### src/rtl/fb_scan_reader_if.sv
// Frame buffer port B plus pixel stream bundle for fb_scan_reader.
// master = the scan reader; slave = the buffer and the video output stage.
interface fb_scan_reader_if #(
  parameter int ADDR_W = 12,
  parameter int DATA_W = 8
);
  logic [ADDR_W-1:0] adb;
  logic              ceb;
  logic              oce;
  logic              resetb;
  logic [DATA_W-1:0] dout;
  logic [DATA_W-1:0] pix_data;
  logic              pix_valid;
  logic              pix_ready;
  logic              pix_eol;
  logic              pix_eof;

  modport master (
    output adb, ceb, oce, resetb, pix_data, pix_valid, pix_eol, pix_eof,
    input  dout, pix_ready
  );

  modport slave (
    input  adb, ceb, oce, resetb, pix_data, pix_valid, pix_eol, pix_eof,
    output dout, pix_ready
  );
endinterface

### src/rtl/fb_scan_reader.sv
// Raster-order frame scanner: issues port B reads, streams pixels out through a 3-deep skid FIFO.
// Optional FB_SCAN_READER_MIRROR_X_EN adds mirror_x (horizontally mirrored addressing).
module fb_scan_reader #(
  parameter int ADDR_W = 12,
  parameter int DATA_W = 8,
  parameter int WIDTH  = 64,
  parameter int HEIGHT = 64
) (
  input  logic              clk,
  input  logic              resetn,
  input  logic              start,
  input  logic [ADDR_W-1:0] frame_base,
`ifdef FB_SCAN_READER_MIRROR_X_EN
  input  logic              mirror_x,
`endif
  output logic              busy,
  fb_scan_reader_if.master  fb
);

  localparam int XW     = $clog2(WIDTH + 1);
  localparam int YW     = $clog2(HEIGHT + 1);
  localparam int STAGES = 0;
  localparam int DEPTH  = 3;

  typedef enum logic [1:0] {S_IDLE, S_ISSUE, S_DRAIN} state_t;

  typedef struct packed {
    logic [DATA_W-1:0] data;
    logic              eol;
    logic              eof;
  } pix_t;

  state_t            state, state_nx;
  logic [ADDR_W-1:0] row_addr;
  logic [XW-1:0]     x, x_eff;
  logic [YW-1:0]     y;
  logic              mir;
  logic              x_last, y_last;
  logic              accept, issue, push, pop;

  logic [STAGES:0]   vld_pipe;
  logic [1:0]        tag_pipe;

  pix_t [DEPTH-1:0]  fifo_mem;
  pix_t              head;
  logic [1:0]        wr_ptr, rd_ptr, fifo_cnt;

  function automatic logic [1:0] ptr_inc(input logic [1:0] p);
    return (p == 2'(DEPTH - 1)) ? 2'd0 : p + 2'd1;
  endfunction

  assign x_last = (x == XW'(WIDTH - 1));
  assign y_last = (y == YW'(HEIGHT - 1));
  assign x_eff  = mir ? (XW'(WIDTH - 1) - x) : x;
  assign accept = (state == S_IDLE) && start;

  // Credit check uses only registered occupancy, so pix_ready never reaches ceb.
  assign issue  = (state == S_ISSUE) &&
                  (({1'b0, fifo_cnt} + {2'b00, vld_pipe[0]}) < 3'(DEPTH));
  assign push   = vld_pipe[0];
  assign head   = fifo_mem[rd_ptr];
  assign pop    = fb.pix_valid && fb.pix_ready;

  assign fb.ceb       = issue;
  assign fb.adb       = (state == S_ISSUE) ? (row_addr + ADDR_W'(x_eff)) : '0;
  assign fb.oce       = 1'b1;
  assign fb.resetb    = 1'b0;
  assign fb.pix_valid = (fifo_cnt != 2'd0);
  assign fb.pix_data  = fb.pix_valid ? head.data : '0;
  assign fb.pix_eol   = fb.pix_valid && head.eol;
  assign fb.pix_eof   = fb.pix_valid && head.eof;
  assign busy         = (state != S_IDLE);

  always_comb begin
    state_nx = state;
    case (state)
      S_IDLE:  if (start) state_nx = S_ISSUE;
      S_ISSUE: if (issue && x_last && y_last) state_nx = S_DRAIN;
      S_DRAIN: if (pop && head.eof) state_nx = S_IDLE;
      default: state_nx = S_IDLE;
    endcase
  end

  always_ff @(posedge clk or negedge resetn) begin
    if (!resetn) state <= S_IDLE;
    else         state <= state_nx;
  end

`ifdef FB_SCAN_READER_MIRROR_X_EN
  always_ff @(posedge clk or negedge resetn) begin
    if (!resetn)     mir <= 1'b0;
    else if (accept) mir <= mirror_x;
  end
`else
  assign mir = 1'b0;
`endif

  // Scan position; row_addr accumulates frame_base + y*WIDTH without a multiplier.
  always_ff @(posedge clk or negedge resetn) begin
    if (!resetn) begin
      row_addr <= '0;
      x        <= '0;
      y        <= '0;
    end else if (accept) begin
      row_addr <= frame_base;
      x        <= '0;
      y        <= '0;
    end else if (issue) begin
      if (x_last) begin
        x        <= '0;
        y        <= y + YW'(1);
        row_addr <= row_addr + ADDR_W'(WIDTH);
      end else begin
        x <= x + XW'(1);
      end
    end
  end

  // Tags travel alongside the read so they line up with dout one cycle later.
  always_ff @(posedge clk or negedge resetn) begin
    if (!resetn) begin
      vld_pipe <= '0;
      tag_pipe <= '0;
    end else begin
      vld_pipe[0] <= issue;
      tag_pipe    <= {x_last, x_last && y_last};
    end
  end

  always_ff @(posedge clk) begin
    if (push) fifo_mem[wr_ptr] <= '{data: fb.dout, eol: tag_pipe[1], eof: tag_pipe[0]};
  end

  always_ff @(posedge clk or negedge resetn) begin
    if (!resetn) begin
      wr_ptr   <= '0;
      rd_ptr   <= '0;
      fifo_cnt <= '0;
    end else begin
      if (push) wr_ptr <= ptr_inc(wr_ptr);
      if (pop)  rd_ptr <= ptr_inc(rd_ptr);
      case ({push, pop})
        2'b10:   fifo_cnt <= fifo_cnt + 2'd1;
        2'b01:   fifo_cnt <= fifo_cnt - 2'd1;
        default: fifo_cnt <= fifo_cnt;
      endcase
    end
  end

endmodule

### src/flat_wrapper.sv
// flat-port wrapper written by rule: the top's interface ports become plain ports
module fb_scan_reader_flat 
#(
  parameter int ADDR_W = 12,
  parameter int DATA_W = 8,
  parameter int WIDTH  = 64,
  parameter int HEIGHT = 64
)
  (clk, resetn, start, frame_base, busy, fb_adb, fb_ceb, fb_oce, fb_resetb, fb_pix_data, fb_pix_valid, fb_pix_eol, fb_pix_eof, fb_dout, fb_pix_ready);
  fb_scan_reader_if #(.ADDR_W(ADDR_W), .DATA_W(DATA_W)) fb_i ();
  input  logic clk;
  input  logic resetn;
  input  logic start;
  input  logic [ADDR_W-1:0] frame_base;
  output logic busy;
  output wire logic [$bits(fb_i.adb)-1:0] fb_adb;
  output wire logic [$bits(fb_i.ceb)-1:0] fb_ceb;
  output wire logic [$bits(fb_i.oce)-1:0] fb_oce;
  output wire logic [$bits(fb_i.resetb)-1:0] fb_resetb;
  output wire logic [$bits(fb_i.pix_data)-1:0] fb_pix_data;
  output wire logic [$bits(fb_i.pix_valid)-1:0] fb_pix_valid;
  output wire logic [$bits(fb_i.pix_eol)-1:0] fb_pix_eol;
  output wire logic [$bits(fb_i.pix_eof)-1:0] fb_pix_eof;
  input wire logic [$bits(fb_i.dout)-1:0] fb_dout;
  input wire logic [$bits(fb_i.pix_ready)-1:0] fb_pix_ready;
  assign fb_adb = fb_i.adb;
  assign fb_ceb = fb_i.ceb;
  assign fb_oce = fb_i.oce;
  assign fb_resetb = fb_i.resetb;
  assign fb_pix_data = fb_i.pix_data;
  assign fb_pix_valid = fb_i.pix_valid;
  assign fb_pix_eol = fb_i.pix_eol;
  assign fb_pix_eof = fb_i.pix_eof;
  assign fb_i.dout = fb_dout;
  assign fb_i.pix_ready = fb_pix_ready;
  fb_scan_reader #(.ADDR_W(ADDR_W), .DATA_W(DATA_W), .WIDTH(WIDTH), .HEIGHT(HEIGHT)) u_core (.clk(clk), .resetn(resetn), .start(start), .frame_base(frame_base), .busy(busy), .fb(fb_i));
endmodule
### config.mk
export PLATFORM = sky130hd
export DESIGN_NAME = fb_scan_reader_flat
export DESIGN_NICKNAME = d
export VERILOG_FILES = /design/src/rtl/fb_scan_reader_if.sv /design/src/rtl/fb_scan_reader.sv /design/src/flat_wrapper.sv
export SDC_FILE = /design/constraint.sdc
export NUM_CORES = 1
export LEC_CHECK = 0
export CAP_MARGIN = 5
export CORE_ASPECT_RATIO = 1.5
export CORE_MARGIN = 4
export CORE_UTILIZATION = 45
export CTS_CLUSTER_DIAMETER = 30
export DETAILED_ROUTE_END_ITERATION = 8
export PLACE_DENSITY = 0.71
export SYNTH_ARGS = -nofsm -noshare
export SYNTH_HDL_FRONTEND = slang
export SYNTH_SLANG_ARGS = --single-unit
export TNS_END_PERCENT = 1
### constraint.sdc
create_clock -name clk -period 1.9 [get_ports clk]
set_input_delay 0.19 -clock clk [delete_from_list [all_inputs] [get_ports clk]]
set_output_delay 0.19 -clock clk [all_outputs]
set_load 0.01 [all_outputs]
* Yosys cells after proc, flatten, opt, wreduce, memory -nomap -nowiden *
Index checks and enable logic that the tools add are counted.

cells by class
  reductions and logical operators = 18
  add/sub/neg operators = 9
  multiplexer cells = 23
  $lt $le $gt $ge = 4
  equal/unequal tests = 11

operator list
  kind                   number
  $mux 12                4
  $mux 7                 6
  $bwmux 30              1
  $bmux 10 s2            1
  $demux 10 s2           1
  $mux 10                2
  $add 7x1->7 const B    2
  $eq 7x6->1 const B     2
  $add 12x7->12          1
  $add 12x7->12 const B  1
  $logic_and 1x1->1      10
  $mux 2                 5
  $reduce_bool 2->1      5
  $eq 2x2->1 const B     4
  $mux 8                 1
  $add 2x1->2 const B    3
  $lt 2x3->1 const B     2
  $pmux 2 s3             1
  $eq 2x1->1 const B     2
  $ne 2x2->1 const B     2
  $pmux 2 s2             1
  $add 2x1->3            1
  $lt 3x2->1 const B     1
  $reduce_and 3->1       1
  5 further kinds        5

word-level totals
  word-level logic and storage cells = 83
  register bits after elaboration = 67
  bits of input ports = 24
  output and inout port bits = 27

* Longest topological paths before layout *
Gate-level depths: netlist of run 1.

  word-level depth = 7
  gate-level depth with buffers = 8
  mapped depth without buffers = 7

* Worst setup path after synthesis of run 1 *
No wires, ideal clock.

  path type = register -> output
  from = register u_core.x[0]
  to = output port fb_adb[8]
  stages on the path, launching flop included = 7
  buffers on the path = 0
  arrival time = 1985 ps
  data required time = 1710 ps
  setup slack = -275 ps
  cells stage by stage = dfrtp_1 -> ha_1 -> fa_1 -> a211o_1 -> a211oi_1 -> o21ai_0 -> a21oi_1

on the way
  longest elaborated chain between the ends = 2

RTL lines
  what                    RTL line               RTL
  from (decl)             fb_scan_reader.sv:35   logic [XW-1:0] x, x_eff;
  from (signal assigned)  fb_scan_reader.sv:114  x <= x + XW'(1);
  $add 12x7->12           fb_scan_reader.sv:65   assign fb.adb = (state == S_ISSUE) ? (row_addr + ADDR_W'(x_eff)) : '0;
  $mux 12                 fb_scan_reader.sv:65
  to (decl)               flat_wrapper.sv:16     output wire logic [$bits(fb_i.adb)-1:0] fb_adb;

No other way between the ends.

* Final worst setup path of run 1 *
  from = register u_core.row_addr[0]
  to = output port fb_adb[7]

on the way
  longest elaborated chain between the ends = 2

RTL lines
  what                    RTL line               RTL
  from (decl)             fb_scan_reader.sv:34   logic [ADDR_W-1:0] row_addr;
  from (signal assigned)  fb_scan_reader.sv:105  row_addr <= frame_base;
  from (signal assigned)  fb_scan_reader.sv:112  row_addr <= row_addr + ADDR_W'(WIDTH);
  $add 12x7->12           fb_scan_reader.sv:65
  $mux 12                 fb_scan_reader.sv:65

No other way between the ends.

==> impl_metrics.tcl, run 1 <==
set metrics [dict create \
    outcome "complete, but fails checks" \
    violations "setup timing" \
    numClockSinks 67 \
    syn_area_mm2 0.00343 \
    fin_area_mm2 0.00477 \
    io_pins 51 \
    cp.arrival_ps 2220 \
    reg2reg_slack_ps 10 \
    synth_common_cells "nand2_1 (40), dfrtp_1 (37), nor2_1 (36), edfxtp_1 (30), a21oi_1 (26)" \
    swShare_pct 36.0 \
    place_hpwl_um 5770 \
    root_buffer "clkbuf_8" \
    synthFlopType "dfrtp_1" \
    required_ps 1710 \
    insertion_delay_ps 340 \
    crit_start "u_core.row_addr[0]" \
    synth_area_leader_cell "dfrtp_1" \
    chipWidth_um 79.2 \
    coreArea_mm2 0.00732 \
    synth.most_common_cell "nand2_1" \
    drive_gt1_share_pct 27.9 \
    setup_ws_ps -506 \
    grt_max_degree 21 \
    fmax_mhz 416 \
    synthesis.instances 330 \
    grt_use_total_pct 19.7 \
    synth.top_cell.area_share_pct 27.0 \
    cp_max_fo 4 \
    crit_path_end_kind "output port" \
    syn2layout_area_growth_pct 39.4 \
    rsz0062_at_grt "true" \
    die_h_um 115 \
    min_path_type "primary input to asynchronous set/reset pin" \
    synthTopCellsByArea "dfrtp_1 (27%), edfxtp_1 (26%), ha_1 (4.7%)" \
    dieArea_mm2 0.00910 \
    nNetsFinal 474 \
    dr.pass1.iters 4 \
    wl_um 8200 \
    seqPwrFrac_pct 28.9 \
    drc_errors 0 \
    yosysWarnings 0 \
    dpl-instance-area_mm2 0.00440 \
    cts_max_level 3 \
    num_rows 38 \
    maxSlewViolCount 0 \
    synth-seq-cells 67 \
    port_buffers 48 \
    vias 2853 \
    internal-power_w 0.00498 \
    reg2reg_to "u_core.y[6]" \
    grt-ovfl-total 0 \
    antenna_found_initial 0 \
    globalplace.congestion 0.856 \
    path_class "flop to output port" \
    n_antenna_cell 0 \
    numCtsBuffers 9 \
    power_frac_clock_pct 19.9 \
    p_leak_nw 2.12 \
    power_frac_comb_pct 51.2 \
    fin_util_pct 65.2 \
    via_per_inst 5.27 \
    clk_path_buf_depth 2 \
    reg2reg_depth 6 \
    finClkSkew_ps 10.3 \
    path_clk_slew_ps 80 \
    start_kind "flop" \
    ir_drop_v 0.00132 \
    ys_seq_area_share_pct 53.3 \
    grt_pass1_wl_um 14000 \
    fin_crit_sh_pct 127 \
    initial_core_util_pct 46.8 \
    cp-endpoint "fb_adb[7]" \
    ys_types 52 \
    postRouteAntennaNets 0 \
    hold_viol 0 \
    drt-initial-drc-count 139 \
    async_reset_ff_share_pct 55.2 \
    power.density_mw_per_mm2 1630 \
    setup_viol 10 \
    p_switching_w 0.00280 \
    syn_avg_cell_area_um2 10.4 \
    timing.rr.start "u_core.push" \
    synth-edff-count 30 \
    wl_per_cell_um 15.1 \
    syn-num-nets 368 \
    finalCriticalPeriod_ps 2410 \
    drv_cap 0 \
    tritoncts "done" \
    grt_pass1_vias 3004 \
]
[state kept, by name, summed over array words and instances, names as in the netlist, 2 cells and up]
name,cells
u_core.fifo_mem,30
u_core.row_addr,12
u_core.x,7
u_core.rd_ptr,2
u_core.state,2
u_core.y,7
u_core.tag_pipe,2
u_core.wr_ptr,2
u_core.fifo_cnt,2
[layout make-up]
| cell class | count | area [µm²] |
|---|---|---|
| clock buffer | 10 | 128 |
| clock inverter | 6 | 138 |
| fill | 615 | 2550 |
| inverter | 8 | 30.0 |
| multi-input combinational | 239 | 1620 |
| sequential | 67 | 1830 |
| tap | 100 | 125 |
| timing repair buffer | 111 | 907 |
[routing by layer]
metal / up-vias / share of wire (%) / global-route usage (%)
met5: - / 0 / 0
met4: 0 / 1.4 / 7.80
met3: 9 / 4.3 / 3.37
met2: 77 / 54 / 35.4
met1: 1365 / 40 / 23.1
li1: 1402 / - / -
[cells in the final DEF (no fill, tap or decap), drive strengths merged, types with 7 or more instances in the layout]
cell           Yosys  layout
or3                7       7
mux2i             11      11
nand3             13      13
a21oi             27      27
xnor2              7       7
buf               10      71
clkdlybuf4s50      0      23
inv                8       8
a21o               8       8
nand2             40      40
edfxtp            30      30
ha                13      13
nor3               7       7
o21ai             13      13
dfrtp             37      37
nor2              37      37
clkbuf             6      14
[power by group through the flow]
stage	sequential [W]	combinational, W	clock, W
final	0.00225	0.00398	0.00155
after global placement	0.00221	0.00378	0
after global routing	0.00230	0.00441	0.00166
after floorplan	0.00222	0.00200	0
after CTS	0.00224	0.00390	0.00158
after detailed placement	0.00223	0.00386	0
[timing repair]
action / CTS / global route
buffers inserted: 3 / 2
hold buffers: 1 / 0
pin swaps: 13 / 15
endpoints found under the setup margin: 32 / 30
resized for setup: 64 / 22
hold endpoints to repair: 18 / 0
[per-stage QoR]
| step | total power (W) | TNS (ps) | setup slack, ps | hold slack [ps] | std cells |
|---|---|---|---|---|---|
| floorplan | 0.00422 | -113 | -37.0 | -106 | 330 |
| global placement | 0.00599 | -4040 | -520 | 172 | 519 |
| detailed placement | 0.00609 | -4660 | -546 | 178 | 519 |
| CTS | 0.00772 | -4190 | -517 | 344 | 539 |
| global route | 0.00837 | -5400 | -651 | 381 | 541 |
| finish | 0.00778 | -3710 | -506 | 352 | 541 |
[kinds of logic (layout without fill, tap and decap cells)]
family | after synthesis | after routing | synth area share (%)
muxes | 12 | 12 | 3.54
and+or+nand+nor | 129 | 129 | 18.3
other | 2 | 2 | 0.219
adders and majority gates | 14 | 14 | 5.33
xor gates and xnor gates | 11 | 11 | 2.81
buffers and inverters | 24 | 135 | 3.36
DFF | 67 | 67 | 53.3
AOI/OAI and AO/OA | 71 | 71 | 13.1
[critical path: stages (launching register included)]
cell and delay [ps]:
dfrtp_1 420, ha_4 190, buf_4 140, a211oi_4 230, o211ai_1 250, buf_4 210, buf_4 130, a21oi_2 110
nor3_1 50, buf_2 150
[worst min-delay path by stage]
stage / start / to / cells after the start
after floorplan: resetn / u_core.fifo_cnt[0] / 0
after global routing: frame_base[2] / u_core.row_addr[2] / 3
final: resetn / u_core.row_addr[9] / 2
after CTS: resetn / u_core.row_addr[11] / 2
after detailed placement: resetn / u_core.row_addr[11] / 1
after global placement: resetn / u_core.row_addr[11] / 1
(Power assumes the default switching activity.)
==> run 2, diff against run 1 <==
- ABC_AREA: default -> 1
- PLACE_DENSITY: 0.71 -> 0.68
- clock period: 1.9 -> 2.7 ns (I/O delays scaled with it)
==> run 2 against run 1 <==
Against the previous run:
- the flow now finishes without violations
- global-route usage shrank 1.6 points
- sequential power down 25%
- critical path depth unchanged
- flip-flop and latch count stayed put
- combinational power decreased by 42%
- final area is 4.6% lower
- clock skew decreased by 8.3 ps
- sequential share of layout area grew 1.8 points
- total power decreased by 32%
- register-to-register slack better by 870 ps
- critical endpoint is now fb_adb[8]
- largest power group unchanged
==> impl_metrics.tcl, run 2 <==
set metrics [dict create \
    outcome "finished clean" \
    power.density_mw_per_mm2 1160 \
    setup_ws_ps 164 \
    setup_viol 0 \
    n_antenna_cell 0 \
    maxSlewViolCount 0 \
    ys_types 30 \
    num_rows 39 \
    via_per_inst 4.84 \
    syn_area_mm2 0.00356 \
    root_buffer "clkbuf_16" \
    grt_pass1_vias 2761 \
    reg2reg_slack_ps 880 \
    reg2reg_depth 8 \
    grt_use_total_pct 18.1 \
    synth_common_cells "nand2_1 (142), inv_1 (50), dfrtp_1 (37), nand3_1 (34), nor2_1 (33)" \
    antenna_found_initial 0 \
    final-seq-area_mm2 0.00183 \
    final_cells 589 \
    top_layer "met4" \
    crit_path_end_kind "output port" \
    syn-num-nets 463 \
    power_frac_comb_pct 43.8 \
    synthFlopType "dfrtp_1" \
    synthTopCellsByArea "dfrtp_1 (26%), edfxtp_1 (25%), nand2_1 (15%)" \
    multi_input_area_mm2 0.00153 \
    cp_common_cell "nand2_1" \
    synth.most_common_cell "nand2_1" \
    chipWidth_um 80.6 \
    crit_slowest_cell "fa_2" \
    top_regs "u_core.fifo_mem (30), u_core.row_addr (12)" \
    wl_met1_um 3190 \
    insertion_delay_ps 330 \
    reg2reg_to "u_core.fifo_cnt[1]" \
    synth.top_cell.area_share_pct 26.0 \
    yosysWarnings 0 \
    dp.cells 572 \
    n_fill_cell 698 \
    finClkSkew_ps 2.05 \
    wl_met3_um 256 \
    grt-ovfl-total 0 \
    drt-initial-drc-count 125 \
    power_frac_clock_pct 24.5 \
    most-common-layout-cells "nand2_1 (142), inv_1 (50), clkdlybuf4s50_1 (42)" \
    dr_wl_met2_um 4190 \
    dieArea_mm2 0.00943 \
    path_class "flop to output port" \
    fmax_mhz 394 \
    grt_pass1_wl_um 12900 \
    nNetsFinal 520 \
    tritoncts "done" \
    syn2layout_area_growth_pct 28.0 \
    finalCriticalPeriod_ps 2540 \
    top_register "u_core.fifo_mem" \
    rsz0062_at_grt "false" \
    synthesis.instances 425 \
    async_reset_ff_share_pct 55.2 \
    wl_um 7750 \
    postRouteAntennaNets 0 \
    setup-tns-final_ps 0 \
    fin_crit_sh_pct 93.9 \
    pre_cts_ws_ps 118 \
    hold_viol 0 \
    p_leak_nw 2.20 \
    wl_per_cell_um 13.2 \
    io_pins 51 \
    slew_headroom_pct 44.2 \
    ys_seq_area_share_pct 51.3 \
    internal-power_w 0.00333 \
    final_common_cell "nand2_1" \
    numClockSinks 67 \
    drc_errors 0 \
    synth-seq-cells 67 \
    synth-edff-count 30 \
    vias 2850 \
    cp.arrival_ps 2270 \
    min_path_type "primary input to asynchronous set/reset pin" \
    crit_chain "ha_1 > fa_2 > nand3_2 > nand3_1 > nand2_1 > nand2_1 > o21ai_0 > nor2_1 > dlygate4sd2_1" \
    initial_core_util_pct 46.5 \
    seqPwrFrac_pct 31.7 \
    dr.pass1.iters 4 \
    cts_max_level 3 \
    coreArea_mm2 0.00766 \
    die_h_um 117 \
    numCtsBuffers 9 \
    cts_hold_buffers 0 \
    whs_ps 37.0 \
    globalplace.congestion 0.840 \
    timing.rr.start "u_core.fifo_cnt[0]" \
    drv_cap 0 \
    largest_reg_flops 30 \
    required_ps 2430 \
    cpPeakStageDelay_ps 420 \
    tightest_slew_ps 836 \
    port_buffers 48 \
    drive_gt1_share_pct 10.7 \
    clk_path_buf_depth 2 \
    start_kind "flop" \
    path_clk_slew_ps 60 \
    ir_drop_v 0.000661 \
    synth_area_leader_cell "dfrtp_1" \
    p_switching_w 0.00196 \
    grt_max_degree 38 \
    syn_avg_cell_area_um2 8.38 \
    swShare_pct 37.1 \
    cp_max_fo 3 \
    place_hpwl_um 5580 \
]
## run 2: cell types whose count changed after synthesis, moves of 4 or more
cell	previous run	this run
a21o_1	8	0
a21oi_1	26	16
a31oi_1	5	0
clkbuf_1	6	2
inv_1	8	50
mux2i_1	11	0
nand2_1	40	142
nand3_1	13	34
o21ai_1	1	6
or3_1	7	0
## run 2: cell families after synthesis
kind of cell / Yosys count / synth area share (%)
buffers and inverters: 64 / 7.63
AOI/OAI and AO/OA: 38 / 5.48
other: 2 / 0.211
DFF: 67 / 51.3
adders and majority gates: 14 / 5.13
xor gates and xnor gates: 8 / 1.97
and+or+nand+nor: 232 / 28.3
## run 2: repair_timing
item,4_1_cts,5_1_grt
gates cloned,0,0
gates resized for setup,5,9
endpoints found under the setup margin,4,7
buffers inserted,0,1
## run 2: power groups by stage
stage	logic (W)	clock network, W	registers (W)
final	0.00232	0.00130	0.00168
after global routing	0.00263	0.00136	0.00172
after CTS	0.00228	0.00132	0.00166
after detailed placement	0.00229	0	0.00168
after global placement	0.00224	0	0.00166
after floorplan	0.00139	0	0.00161
## run 2: final cells by class
| cell class | count | share of cell area (%) |
|---|---|---|
| Sequential cell | 67 | 40.1 |
| Multi-Input combinational cell | 294 | 33.6 |
| Timing Repair Buffer | 55 | 11.6 |
| Clock buffer | 10 | 5.25 |
| Inverter | 55 | 4.59 |
| Tap cell | 102 | 2.80 |
| Clock inverter | 6 | 2.14 |
## run 2: worst max-delay path: cells and delay by family (launching register included)
kind	cells	cell delay (ps)
flops	1	390
fa+ha+maj	2	670
simple gates	5	440
compound gates	1	150
buf+inv	1	280
## run 2: metal layers
layer	global-route usage (%)	vias up
li1	-	1473
met1	21.2	1315
met2	32.5	52
met3	3.75	10
met4	6.31	0
met5	0	-
## run 2: how the worst max path moves through the flow
stage	startpoint	to	slack, ps	depth (start not counted)
global route	u_core.x[5]	fb_adb[11]	20	8
floorplan	u_core.x[0]	fb_adb[10]	730	9
global placement	u_core.x[0]	fb_adb[10]	160	10
detailed placement	u_core.x[0]	fb_adb[10]	120	10
CTS	u_core.x[0]	fb_adb[8]	20	9
finish	u_core.x[0]	fb_adb[8]	160	9
## run 2: through the flow
stage | power, W | area, µm² | utilization [%]
global route | 0.00571 | 4560 | 59.5
CTS | 0.00526 | 4480 | 58.5
floorplan | 0.00300 | 3560 | -
global placement | 0.00390 | 4150 | 54.1
finish | 0.00530 | 4560 | 59.5
detailed placement | 0.00397 | 4150 | 54.1
==> run 3, diff against run 2 <==
- MAX_ROUTING_LAYER: default -> met4
==> run 3 against run 2 <==
Against the previous run:
- core utilization unchanged
- die area unchanged
- worst setup slack improved by 0.59 ps
- critical path type unchanged
- combinational power about the same
- largest cell class unchanged
- clock power about the same
- first-iteration DRC count increased by 20%
- total power about the same
- non-clock buffer count unchanged
- critical path depth unchanged
- highest routed layer unchanged
- critical endpoint unchanged
==> impl_metrics.tcl, run 3 (synthesis gave the netlist of run 2 again) <==
set metrics [dict create \
    outcome "finished clean" \
    ir_drop_v 0.000660 \
    io_pins 51 \
    grt-ovfl-total 0 \
    n_fill_cell 698 \
    path_clk_slew_ps 60 \
    initial_core_util_pct 46.5 \
    p_leak_nw 2.20 \
    vias 2847 \
    top_regs "u_core.fifo_mem (30), u_core.row_addr (12)" \
    wl_met3_um 242 \
    cp.arrival_ps 2270 \
    reg2reg_depth 8 \
    top_layer "met4" \
    required_ps 2430 \
    crit_path_end_kind "output port" \
    slew_headroom_pct 44.1 \
    start_kind "flop" \
    hold_viol 0 \
    power.density_mw_per_mm2 1160 \
    grt_pass1_vias 2755 \
    place_hpwl_um 5580 \
    setup_viol 0 \
    setup-tns-final_ps 0 \
    numClockSinks 67 \
    numCtsBuffers 9 \
    cts_max_level 3 \
    drc_errors 0 \
    die_h_um 117 \
    cp_max_fo 3 \
    top_register "u_core.fifo_mem" \
    antenna_found_initial 0 \
    via_per_inst 4.83 \
    whs_ps 39.3 \
    drive_gt1_share_pct 10.7 \
    reg2reg_to "u_core.fifo_cnt[1]" \
    crit_chain "ha_1 > fa_2 > nand3_2 > nand3_1 > nand2_1 > nand2_1 > o21ai_0 > nor2_1 > dlygate4sd2_1" \
    drt-initial-drc-count 150 \
    crit_slowest_cell "fa_2" \
    most-common-layout-cells "nand2_1 (142), inv_1 (50), clkdlybuf4s50_1 (42)" \
    grt_max_degree 38 \
    wl_per_cell_um 13.2 \
    chipWidth_um 80.6 \
    insertion_delay_ps 330 \
    cpPeakStageDelay_ps 420 \
    rsz0062_at_grt "false" \
    grt_pass1_wl_um 12900 \
    tritoncts "done" \
    tightest_slew_ps 838 \
    dr_wl_met2_um 4210 \
    n_antenna_cell 0 \
    fin_crit_sh_pct 93.9 \
    maxSlewViolCount 0 \
    root_buffer "clkbuf_16" \
    fmax_mhz 394 \
    globalplace.congestion 0.854 \
    clk_path_buf_depth 2 \
    dieArea_mm2 0.00943 \
    reg2reg_slack_ps 880 \
    wl_um 7760 \
    drv_cap 0 \
    min_path_type "primary input to asynchronous set/reset pin" \
    path_class "flop to output port" \
    num_rows 39 \
    postRouteAntennaNets 0 \
    grt_use_total_pct 18.6 \
    final_common_cell "nand2_1" \
    finalCriticalPeriod_ps 2540 \
    finClkSkew_ps 3.31 \
    cp_common_cell "nand2_1" \
    nNetsFinal 520 \
    largest_reg_flops 30 \
    syn2layout_area_growth_pct 28.0 \
    dr.pass1.iters 4 \
    coreArea_mm2 0.00766 \
    wl_met1_um 3210 \
    timing.rr.start "u_core.fifo_cnt[0]" \
    port_buffers 48 \
]
[run 3: cell counts in the layout (fill, tap and decap cells not counted)]
No cell type changed its count.
[run 3: area by class of cell]
cell class | count | area [µm²] | share of cell area (%)
clock buffer | 10 | 239 | 5.25
tap | 102 | 128 | 2.80
timing repair buffer | 55 | 527 | 11.6
inverter | 55 | 209 | 4.59
multi-input combinational | 294 | 1530 | 33.6
sequential | 67 | 1830 | 40.1
clock inverter | 6 | 97.6 | 2.14
[run 3: worst max-delay path: cells and delay by family (launching register included)]
kind | cells | cell delay [ps]
compound gates | 1 | 150
simple gates | 5 | 440
buf+inv | 1 | 280
fa+ha+maj | 2 | 670
flops | 1 | 390
[run 3: power breakdown]
group / total (W) / switching (W) / internal [W] / leakage [nW]
Sequential: 0.00168 / 0.000266 / 0.00141 / 0.752
Combinational: 0.00232 / 0.00124 / 0.00108 / 1.28
Clock: 0.00130 / 0.000453 / 0.000844 / 0.165
[run 3: per-layer routing]
metal | global-route usage (%) | vias to the layer above
met4 | 6.31 | 0
li1 | - | 1474
met5 | - | -
met1 | 21.4 | 1308
met3 | 3.60 | 9
met2 | 32.4 | 56
[run 3: repair_timing]
action | 4_1_cts | 5_1_grt
endpoints found under the setup margin | 4 | 7
buffers inserted | 0 | 1
gates resized for setup | 5 | 9
hold buffers | 0 | 0
pin swaps | 0 | 0
[run 3: through the flow]
step	worst slack (ps)	power (W)	cells	utilization, %	area [µm²]
global placement	159	0.00390	572	54.1	4150
finish	165	0.00529	589	59.5	4560
CTS	18.8	0.00526	588	58.5	4480
global route	21.2	0.00571	589	59.5	4560
detailed placement	118	0.00397	572	54.1	4150
floorplan	728	0.00300	425	-	3560
[run 3: how the worst max path moves through the flow]
stage               slack [ps]  cells after the start          to        start
floorplan                  730                      9  fb_adb[10]  u_core.x[0]
global route                20                      8  fb_adb[11]  u_core.x[5]
CTS                         20                      9   fb_adb[8]  u_core.x[0]
global placement           160                     10  fb_adb[10]  u_core.x[0]
detailed placement         120                     10  fb_adb[10]  u_core.x[0]
finish                     160                      9   fb_adb[8]  u_core.x[0]
==> edit 1: new RTL, settings of run 2 <==
The 3 states of `state_t` get a one-hot encoding in 3 bits.
--- a/src/rtl/fb_scan_reader.sv
+++ b/src/rtl/fb_scan_reader.sv
@@ -22,7 +22,7 @@
   localparam int STAGES = 0;
   localparam int DEPTH  = 3;
 
-  typedef enum logic [1:0] {S_IDLE, S_ISSUE, S_DRAIN} state_t;
+  typedef enum logic [2:0] {S_IDLE = 3'b001, S_ISSUE = 3'b010, S_DRAIN = 3'b100} state_t;
 
   typedef struct packed {
     logic [DATA_W-1:0] data;
Formal check against the unedited RTL: same outputs for any inputs over 10 cycles, from zero or initial values and one cycle with resetn low; not proved beyond that.
==> edit 1 against run 2 <==
Critical endpoint is now fb_adb[11]. Combinational power decreased by 24%. Largest power group unchanged. Die area increased by 3.3%. Clock power decreased by 10%. Setup slack got worse by 0.050 ns. Area after synthesis increased by 3.6%. Wire length increased by 5.5%. Sequential cell count increased by 1. Count of clock-buffer cells in the layout unchanged. Non-clock buffer count increased by 1. Design area increased by 2.2%. Total power decreased by 16%. Largest cell class unchanged. Register-to-register slack got worse by 0.13 ns.
==> edit 1: results (changes against run 2) <==
Cells and area
  – Filler cell count in the final layout: 761 (+9.0%)
  – Final net count: 540 (+3.8%)
  – Count of multi-input combinational gates: 309 (+5.1%)
  – Multi-input logic area: 0.001618 sq mm (+5.8%)
  – Nonclk inv count: 58 (+5.5%)
  – Fraction of final layout cells sized beyond drive strength 1: 0.1065 (-0.0002673)
  – Count of plain and timing-repair buffers in the layout: 56 (+1.8%)
  – Clock tree cell share of total cell area: 0.06475 (-0.009131)
  – Final-layout non-clock buffer area share: 0.1145 (-0.001173)
  – Sequential cell count: 68 (+1.5%)

GRT
  – First-pass GRT wire length: 14110 microns (+9.0%)
  – M2 GR Usage: 0.3310 (+0.005750)
  – Total routing resource utilization after global routing: 0.1882 (+0.007468)
  – Via count of the first global-routing pass: 3129 (+13%)
  – Global Route met1 Usage: 0.2145 (+0.002459)
  – GR Layer Usage met3: 0.04009 (+0.002572)
  – Pin count of the biggest net entering global routing: 39 (+2.6%)

Setup path
  – Arrival time of the worst setup path: 2.32 ns (+0.05 ns)
  – Reg-to-reg critical path endpoint: u_core.y[2]
  – Crit path top cell by count: sky130_fd_sc_hd__nand3_1
  – Register-to-register setup slack: 0.75 ns (-0.13 ns)
  – Worst-path fanout max: 7 (+4)
  – CP Launch Point: u_core.x[2]
  – CP peak stage delay: 0.55 ns (+0.13 ns)
  – Largest delay contributor family on the critical path: simple AND/OR/NAND/NOR gates

Route
  – Via count normalized by instance count: 4.961 (+2.5%)
  – 1st-iter DRT viols: 134 (+7.2%)
  – Amount of wire on met2 after detailed routing: 4391 microns (+4.9%)
  – Total wire length: 8177 microns (+5.5%)
  – Wire length on met1: 3253 microns (+2.0%)
  – Total length of routed met3 wires: 398 microns (+55%)

Pwr
  – Switching pwr: 1.645 mW (-16%)
  – Leak Pwr: 2.264 nW (+2.8%)

STA
  – Worst hold margin: 0.04816 ns (+0.01111 ns)
  – Max Clock Skew: 0.005675 ns (+0.003623 ns)
  – Transition time at the pin with the least slew margin: 0.8598 ns (+0.02351 ns)

Place
  – Worst slack at placement: 0.1877 ns (+0.06971 ns)
  – Final weighted congestion of routability-driven global placement: 0.8674 (+3.2%)

Outcome
  – Result of the run: finished clean

Logic synthesis
  – Post-synthesis compound-gate area fraction: 0.05735 (+0.002513)
  – Number of synthesis warnings: 0 (unchanged)
  – Dominant cells by area after synthesis: sky130_fd_sc_hd__dfrtp_1 25%, sky130_fd_sc_hd__edfxtp_1 24%, sky130_fd_sc_hd__nand2_1 16%
  – Sequential cell area fraction in the yosys report: 0.5025 (-0.01064)
  – Xor-xnor portion of the synthesized cell area: 0.02138 (+0.001694)
  – Number of distinct standard cells referenced by the synthesized netlist: 37 (+23%)
  – Ys async rst share: 0.5588 (+0.006585)
  – Leading cell types by count after synthesis: 154 x sky130_fd_sc_hd__nand2_1, 55 x sky130_fd_sc_hd__inv_1, 37 x sky130_fd_sc_hd__dfrtp_1
## edit 1: changes by cell type after synthesis, moves of 2 or more
cell                      delta
sky130_fd_sc_hd__nor2_4      -2
sky130_fd_sc_hd__nand2_1    +12
sky130_fd_sc_hd__nor2_1      -2
sky130_fd_sc_hd__a21oi_1     -2
sky130_fd_sc_hd__inv_1       +5
sky130_fd_sc_hd__o21ai_1     +2
sky130_fd_sc_hd__or2_2       -2
## edit 1: worst max-delay path by stage
stage	end	slack [ns]
after global placement	fb_adb[10]	0.20
after floorplan	fb_adb[10]	0.72
final	fb_adb[11]	0.11
after global routing	fb_adb[11]	-0.05
after CTS	fb_adb[11]	0.001
after detailed placement	fb_adb[10]	0.19
## edit 1: stage by stage
| step | instances | cell area (sq um) | utilization |
|---|---|---|---|
| after floorplan | 445 | 3687 | - |
| final | 612 | 4657 | 0.5816 |
| after global routing | 612 | 4657 | 0.5816 |
| after detailed placement | 596 | 4283 | 0.5348 |
| after global placement | 596 | 4283 | 0.5348 |
| after CTS | 612 | 4586 | 0.5727 |
## edit 1: what timing repair did
item                                    CTS  global route
pin swaps                                 0             0
setup buffers                             0             0
gates resized for setup                   4            13
endpoints found under the setup margin    3             9
hold endpoints to repair                  0             0
## edit 1: worst reg2reg max path, delay by kind of cell, from the launching register on
kind	cells	cell delay, ns
buf+inv	2	0.50
compound gates	1	0.07
simple gates	5	0.86
flops	1	0.39
## edit 1: power by group through the flow
stage / Combinational, mW / Sequential, mW / Clock, mW
2_1_floorplan: 1.12 / 1.49 / 0
3_3_place_gp: 1.69 / 1.54 / 0
3_5_place_dp: 1.74 / 1.55 / 0
4_1_cts: 1.75 / 1.53 / 1.21
5_1_grt: 2.01 / 1.58 / 1.25
6_report: 1.76 / 1.54 / 1.17
==> edit 2: new RTL, config.mk and constraints of run 2 <==
Made on the original files. `DATA_W` is set to 8 in 3 places; all go to 10.
--- a/src/rtl/fb_scan_reader_if.sv
+++ b/src/rtl/fb_scan_reader_if.sv
@@ -2,7 +2,7 @@
 // master = the scan reader; slave = the buffer and the video output stage.
 interface fb_scan_reader_if #(
   parameter int ADDR_W = 12,
-  parameter int DATA_W = 8
+  parameter int DATA_W = 10
 );
   logic [ADDR_W-1:0] adb;
   logic              ceb;
--- a/src/rtl/fb_scan_reader.sv
+++ b/src/rtl/fb_scan_reader.sv
@@ -2,7 +2,7 @@
 // Optional FB_SCAN_READER_MIRROR_X_EN adds mirror_x (horizontally mirrored addressing).
 module fb_scan_reader #(
   parameter int ADDR_W = 12,
-  parameter int DATA_W = 8,
+  parameter int DATA_W = 10,
   parameter int WIDTH  = 64,
   parameter int HEIGHT = 64
 ) (
--- a/src/flat_wrapper.sv
+++ b/src/flat_wrapper.sv
@@ -2,7 +2,7 @@
 module fb_scan_reader_flat 
 #(
   parameter int ADDR_W = 12,
-  parameter int DATA_W = 8,
+  parameter int DATA_W = 10,
   parameter int WIDTH  = 64,
   parameter int HEIGHT = 64
 )
Ports: changed (resized fb_dout and fb_pix_data); port bits go from 51 to 55. The function was not compared with the original's and may differ.
==> edit 2 against run 2 <==
Wire length increased by 4.9%. Non-clock buffer count grew 7. Utilization shrank 1.2 points. First-iteration DRC count increased by 35%. Sequential cell count is 6 higher. Count of clock-buffer cells in the layout fell by 1. Clock power down 6%. Design area is 6.9% higher. Setup slack got worse by 0.023 ns. Area after synthesis increased by 7.6%. Via count rose by 6.8%. Total power rose by 6.6%. Register-to-register slack got worse by 0.07 ns. Largest power group unchanged.
==> edit 2: results (changes against run 2) <==
GRT
  – Via count of the first global-routing pass: 3103 (+12%)
  – First-pass GRT wire length: 14010 microns (+8.3%)
  – Number of antenna violations at the first check in global routing: 0 (unchanged)
  – M2 GR Usage: 0.3363 (+0.01112)
  – Global Route met1 Usage: 0.1844 (-0.02767)

Pwr
  – Reported clock group power: 1.22 mW (-6%)
  – Leak Pwr: 2.371 nW (+7.7%)
  – Switching pwr: 2.164 mW (+10%)
  – Sequential power: 1.81 mW (+8%)
  – Worst vdd ir: 501.1 uV (-24%)

Place
  – Count of port buffers added during placement: 52 (+8.3%)
  – Worst slack at placement: 0.2718 ns (+0.1538 ns)
  – Inst Count DP: 606 (+5.9%)
  – HPWL after detailed placement: 5796 microns (+3.9%)
  – Final weighted congestion of routability-driven global placement: 0.8829 (+5.1%)
  – Area post-placement: 0.004486 sq mm (+8.2%)

Cells and area
  – Fraction of final layout cells sized beyond drive strength 1: 0.09903 (-0.007747)
  – Final net count: 550 (+5.8%)
  – Top Registers: u_core.fifo_mem (36), u_core.row_addr (12)

Route
  – 1st-iter DRT viols: 169 (+35%)
  – Via count normalized by instance count: 4.894 (+1.1%)
  – Overall via count from detail_route: 3044 (+6.8%)
  – Total wire length: 8135 microns (+4.9%)
  – Total length of routed met3 wires: 315 microns (+23%)
  – Wire length on met1: 3231 microns (+1.3%)
  – Amount of wire on met2 after detailed routing: 4421 microns (+5.6%)

STA
  – Worst hold margin: 0.3500 ns (+0.3129 ns)
  – Max Clock Skew: 0.008182 ns (+0.006131 ns)

Setup path
  – Arrival time of the worst setup path: 2.29 ns (+0.02 ns)
  – Reg-to-reg critical path endpoint: u_core.row_addr[10]
  – Register-to-register setup slack: 0.81 ns (-0.07 ns)
  – Worst-path fanout max: 8 (+5)
  – Reg2Reg Depth: 9 (+1)

Logic synthesis
  – Ys async rst share: 0.5068 (-0.04539)
  – Number of enable-type register cells in the synthesized netlist: 36 (+20%)
  – Sequential cell area fraction in the yosys report: 0.5240 (+0.01083)
  – Dominant cells by area after synthesis: sky130_fd_sc_hd__edfxtp_1 28%, sky130_fd_sc_hd__dfrtp_1 24%, sky130_fd_sc_hd__nand2_1 15%
  – Avg Cell Area, Syn: 8.549 sq um (+2.1%)
  – Syn Nets: 488 (+5.4%)
  – Number of distinct standard cells referenced by the synthesized netlist: 35 (+17%)

Outcome
  – Result of the run: finished clean
[edit 2: worst max-delay path: stages (launching register included)]
cell and delay (ns):
sky130_fd_sc_hd__dfrtp_1 0.43, sky130_fd_sc_hd__ha_1 0.23, sky130_fd_sc_hd__ha_1 0.27, sky130_fd_sc_hd__nand2_1 0.11, sky130_fd_sc_hd__nand3_4 0.14, sky130_fd_sc_hd__inv_1 0.20
sky130_fd_sc_hd__clkdlybuf4s50_1 0.57
[edit 2: layout make-up]
| type | count | area [sq um] |
|---|---|---|
| clock buffers | 9 | 225.2 |
| clock inverters | 7 | 83.83 |
| multi-input cells | 306 | 1594 |
| inverters | 58 | 220.2 |
| well taps | 107 | 133.9 |
| repair buffers | 62 | 605.6 |
| fillers | 740 | 3491 |
| flip-flops and latches | 73 | 2008 |
[edit 2: worst max-delay path by stage]
stage / startpoint / endpoint / slack [ns] / depth (start not counted)
5_1_grt: u_core.fifo_cnt[0] / fb_ceb / 0.007 / 6
4_1_cts: u_core.x[4] / fb_adb[7] / 0.05 / 8
2_1_floorplan: u_core.x[0] / fb_adb[6] / 0.86 / 9
3_5_place_dp: u_core.x[0] / fb_adb[8] / 0.27 / 10
6_report: u_core.fifo_cnt[0] / fb_ceb / 0.14 / 6
3_3_place_gp: u_core.x[0] / fb_adb[6] / 0.33 / 10
[edit 2: cell families after synthesis]
logic type	after synthesis	share of synthesized area
other cells	2	0.001961
simple gates	244	0.2734
xor+xnor	10	0.02287
compound gates	36	0.05325
flops	73	0.5240
buf+inv	69	0.07677
fa+ha+maj	14	0.04770
[edit 2: what timing repair did]
item                       in CTS  in global routing
setup endpoints to repair       4                  6
gates cloned                    0                  0
gates resized for setup         5                 12
